**config.mk**
```make
export PLATFORM = sky130hd
export DESIGN_NAME = transfer_sequencer
export DESIGN_NICKNAME = d
export VERILOG_FILES = /design/src/rtl/transfer_sequencer.sv
export SDC_FILE = /design/constraint.sdc
export NUM_CORES = 1
export LEC_CHECK = 0
export CORE_ASPECT_RATIO = 1.75
export CORE_MARGIN = 2
export CORE_UTILIZATION = 54
export CTS_CLUSTER_DIAMETER = 100
export CTS_CLUSTER_SIZE = 25
export DETAILED_ROUTE_END_ITERATION = 10
export PLACE_DENSITY_LB_ADDON = 0.2
export SLEW_MARGIN = 20
export SYNTH_ARGS = -nofsm -noshare
export SYNTH_HDL_FRONTEND = slang
export SYNTH_SLANG_ARGS = --single-unit
export TNS_END_PERCENT = 20
```
**constraint.sdc**
```tcl
create_clock -name CLOCK -period 3.2 [get_ports CLOCK]
set_input_delay 0.64 -clock CLOCK [delete_from_list [all_inputs] [get_ports CLOCK]]
set_output_delay 0.64 -clock CLOCK [all_outputs]
set_load 0.01 [all_outputs]
```
**src/rtl/transfer_sequencer.sv**
```systemverilog
// transfer_sequencer: bit/word timing counters, sign-time decode and the
// transfer FSM that holds TR across a commanded drum-word span, then emits a
// one-clock RC so the gate logic clears IS before the next command.
module transfer_sequencer #(
  parameter int unsigned WORDS = 108,
  parameter int unsigned BITS  = 29
) (
  input  logic       CLOCK,
  input  logic       rst,
  input  logic       BT,
  input  logic       HALT,
  input  logic       CMD_VALID,
  input  logic [6:0] CMD_T,
  input  logic       CMD_DEFER,
  input  logic       CMD_DP,
  output logic       CMD_READY,
  output logic       CMD_ERR,
  output logic       TS,
  output logic       TR,
  output logic       RC,
  output logic [4:0] BIT_T,
  output logic [6:0] WORD_T
);

  localparam logic [4:0] BitLast  = 5'(BITS - 1);
  localparam logic [6:0] WordLast = 7'(WORDS - 1);

  typedef enum logic [1:0] {StIdle, StWait, StXfer, StDone} state_e;

  // Timing counters
  logic [4:0] bit_q;
  logic [6:0] word_q;

  // Transfer FSM state and latched command
  state_e     state_q;
  logic [6:0] t_q;
  logic       defer_q;
  logic       dp_q;
  logic [6:0] last_q;
  logic       tr_q;
  logic       rc_q;
  logic       err_q;

  // Decoded helpers
  logic       boundary;
  logic [6:0] word_nxt;
  logic [6:0] t_even;
  logic [6:0] last_imm;
  logic [6:0] last_dp;
  logic [6:0] last_sel;
  logic       start_hit;
  logic       cmd_in_range;

  assign boundary     = BT && (bit_q == BitLast);
  assign word_nxt     = (word_q == WordLast) ? 7'd0 : word_q + 7'd1;
  assign t_even       = {t_q[6:1], 1'b0};
  // Immediate spans end on the word before T; when the start word equals T
  // this makes last = start-1, i.e. the first match is one full revolution on.
  assign last_imm     = (t_q == 7'd0) ? WordLast : t_q - 7'd1;
  assign last_dp      = (t_even == WordLast) ? 7'd0 : t_even + 7'd1;
  assign cmd_in_range = 32'(CMD_T) < WORDS;

  // Start condition and last word for the latched command
  always_comb begin
    start_hit = 1'b0;
    last_sel  = t_q;
    if (!defer_q) begin
      start_hit = 1'b1;
      last_sel  = last_imm;
    end else if (dp_q) begin
      start_hit = (word_nxt == t_even);
      last_sel  = last_dp;
    end else begin
      start_hit = (word_nxt == t_q);
      last_sel  = t_q;
    end
  end

  // Bit and word counters advance only on bit-time strobes
  always_ff @(posedge CLOCK) begin
    if (rst) begin
      bit_q  <= 5'd0;
      word_q <= 7'd0;
    end else if (BT) begin
      if (bit_q == BitLast) begin
        bit_q  <= 5'd0;
        word_q <= word_nxt;
      end else begin
        bit_q <= bit_q + 5'd1;
      end
    end
  end

  // Transfer FSM with registered TR / RC / CMD_ERR
  always_ff @(posedge CLOCK) begin
    if (rst) begin
      state_q <= StIdle;
      t_q     <= 7'd0;
      defer_q <= 1'b0;
      dp_q    <= 1'b0;
      last_q  <= 7'd0;
      tr_q    <= 1'b0;
      rc_q    <= 1'b0;
      err_q   <= 1'b0;
    end else begin
      err_q <= 1'b0;
      rc_q  <= 1'b0;
      unique case (state_q)
        StIdle: begin
          if (CMD_VALID && !HALT) begin
            if (cmd_in_range) begin
              t_q     <= CMD_T;
              defer_q <= CMD_DEFER;
              dp_q    <= CMD_DP;
              state_q <= StWait;
            end else begin
              err_q <= 1'b1;
            end
          end
        end
        StWait: begin
          if (boundary && !HALT && start_hit) begin
            tr_q    <= 1'b1;
            last_q  <= last_sel;
            state_q <= StXfer;
          end
        end
        StXfer: begin
          // HALT deliberately ignored: a started transfer always completes
          if (boundary && (word_q == last_q)) begin
            tr_q    <= 1'b0;
            rc_q    <= 1'b1;
            state_q <= StDone;
          end
        end
        StDone: begin
          state_q <= StIdle;
        end
        default: begin
          state_q <= StIdle;
        end
      endcase
    end
  end

  assign CMD_READY = (state_q == StIdle) && !HALT;
  assign CMD_ERR   = err_q;
  assign TS        = (bit_q == 5'd0);
  assign TR        = tr_q;
  assign RC        = rc_q;
  assign BIT_T     = bit_q;
  assign WORD_T    = word_q;

  // TR and RC are pure functions of the FSM state by construction
  tr_matches_state : assert property (@(posedge CLOCK) tr_q == (state_q == StXfer));
  rc_matches_state : assert property (@(posedge CLOCK) rc_q == (state_q == StDone));

endmodule
```
==> impl_metrics.ini <==
[placement]
dp_hpwl_mm = 3.55
port_buffers = 30
place.gp.congestion = 0.934
place_worst_setup_slack_ns = 0.640
placed_cell_area_um2 = 2440

[cells_and_area]
fin_nets = 294
layout_common_cells = dfxtp_1, clkdlybuf4s50_1, nor2_1, nor3_1
antenna_cells = 0
layout_commonest_cell = dfxtp_1
synthToLayoutAreaGrowth_pct = 17.8
fin_area_um2 = 2520
drive_above_1_share_pct = 9.49

[sta]
finalHoldViolCount = 0
max_freq_mhz = 387
setup_viol = 0
min_period_ns = 2.59
setup_ws_ns = 0.613
slew_viol_final = 0
rsz0062_at_grt = no
slew_headroom_pct = 60.4
period_share_pct = 80.8
setup_tns_ns = 0
fin_hold_ws_ns = 0.496
clock-skew-final_ns = 0.00501
worst_pin_slew_ns = 0.592

[routing]
ant_nets = 0
vias_per_cell = 5.97
dr.pass1.iters = 4
drc_errors = 0
vias = 1921
first_iter_violations = 30
wire_per_inst_um = 14.7
wirelength_mm = 4.74

[worst_setup_path]
startpoint = WORD_T[0]
path_class = register to register
path_depth = 8
end_kind = register
r2r_start = WORD_T[0]
crit_path_cell_trace = ha_1 -> nand3_4 -> or3_1 -> a311oi_2 -> nor2_2 -> o21a_1 -> a2111oi_2 -> nor3_1
max_stage_delay_ns = 0.51
slowest_stage = dfxtp_1
crit_arrival_ns = 2.76
critPathRequiredTime_ns = 3.37
worst-r2r-cell-count = 8
startpoint_type = register
worstPathMaxFanout = 10
cpLargestDelayFamily = compound AO/OA/AOI/OAI gates
crit_buf_inv = 0

[yosys]
postSynthCellCount = 250
syn-cell-area_um2 = 2140
ys_types = 62
syn_nets = 271
ys_seq_area_share_pct = 30.9
ys_warn_count = 0
async_flop_share_pct = 0
synth_flop_cell = dfxtp_1
synth_edf_count = 0
avgSynthCellArea_um2 = 8.55
yosys_register_bits = 33

[clock_network]
cts_buffers = 5
cts_sinks = 33
clock_latency_ns = 0.29
clockBufferDepth = 2
path_clk_slew_ns = 0.07
cts_tree = done
postCtsHoldBufs = 0
post_cts_resized = 0
cts_setup_buffers = 0
h-tree-depth = 2
cts-root-buf = clkbuf_8

[global_routing]
grt_first_pass_wirelength_mm = 7.90
antenna_found_initial = 0
grt_usage_pct = 23.4
grt_pass1_vias = 1700
grt_max_degree = 25
overflow = 0

[floorplan]
die_area_um2 = 4500
die_w_um = 51.6
rows = 30
ioPinCount = 31
core_area_um2 = 3830
initial_core_util_pct = 55.8
die_h_um = 87.2

[power_and_ir_drop]
power_density_nw_per_um2 = 453
max-vdd-ir-drop_uv = 320
power_uw = 1140
total_leakage_power_uw = 0.000975

[worst_hold_path]
min_path_type = register to register
min_path_cells = 2
hold_start = last_q[3]

[flow_run]
drv_cap = 0

[status]
status = finished, final reports clean
-- per-stage QoR --
step | utilization [%] | instances
after global routing | 65.8 | 322
final | 65.8 | 322
after CTS | 65.8 | 322
after detailed placement | 63.6 | 314
after floorplan | - | 250
after global placement | 63.6 | 314
-- cell families after synthesis --
logic type | Yosys count | share of synthesized area, %
XOR/XNOR | 20 | 8.19
adder cells (fa/ha/maj) | 7 | 4.10
flip-flops | 33 | 30.9
multiplexers | 12 | 5.62
buffers and inverters | 30 | 6.44
AND/OR/NAND/NOR | 97 | 25.5
AO/OA/AOI/OAI | 51 | 19.3
-- worst min-delay path, delay by kind of cell, from the launching register on --
kind / cells / cell delay, ns
AO/OA/AOI/OAI: 2 / 0.13
flip-flops: 1 / 0.32
-- state kept, by name, summed over array words and instances (netlist names), 2 cells and up --
register and count:
WORD_T 7, last_q 7, t_q 7, BIT_T 5, state_q 2
-- cell usage after synthesis, types with 2 or more instances --
library cell,number,share of area (%)
nand2_1,14,2.5
o21ai_1,3,0.70
nor2_1,20,3.5
inv_1,12,2.1
nor3_1,18,4.2
nand4_1,3,0.88
o22ai_1,2,0.59
o21ai_0,4,0.94
and3_1,3,0.88
clkbuf_1,10,1.8
nor2b_1,4,1.2
nor3b_1,2,0.70
buf_6,2,1.1
dfxtp_1,33,31
nand2b_1,5,1.5
o31ai_1,4,1.4
a311oi_1,3,1.2
xnor2_1,6,2.5
nand3_1,10,2.3
or3_1,2,0.59
xor2_1,14,5.7
a31oi_1,2,0.59
a21oi_1,14,3.3
mux2i_1,12,5.6
buf_2,5,1.2
ha_1,7,4.1
-- cell type report --
class,instances,area [um^2]
inverter,12,45.0
sequential,33,661
clock buffer,7,76.3
fill,354,1310
clock inverter,1,7.51
multi-input combinational,187,1340
timing repair buffer,34,330
tap,48,60.1
-- layer usage --
| layer | global-route usage (%) | share of wire [%] |
|---|---|---|
| met2 | 38.5 | 51 |
| met3 | 4.47 | 4.1 |
| met5 | 0 | 0 |
| met4 | 12.9 | 3.5 |
| met1 | 27.9 | 42 |
-- power by group --
| group | switching (uW) | internal, uW | total [uW] |
|---|---|---|---|
| Clock | 152 | 154 | 306 |
| Combinational | 183 | 172 | 356 |
| Sequential | 38.7 | 440 | 479 |
| Total | 374 | 766 | 1140 |
-- worst paths after layout --
| path | to | slack [ns] |
|---|---|---|
| worst max-delay path | last_q[2] | 0.61 |
| worst max register to register | last_q[2] | 0.61 |
| worst min-delay path | last_q[3] | 0.50 |
| worst min register to register | last_q[3] | 0.50 |
No activity file was read; power rests on OpenSTA's default activity.
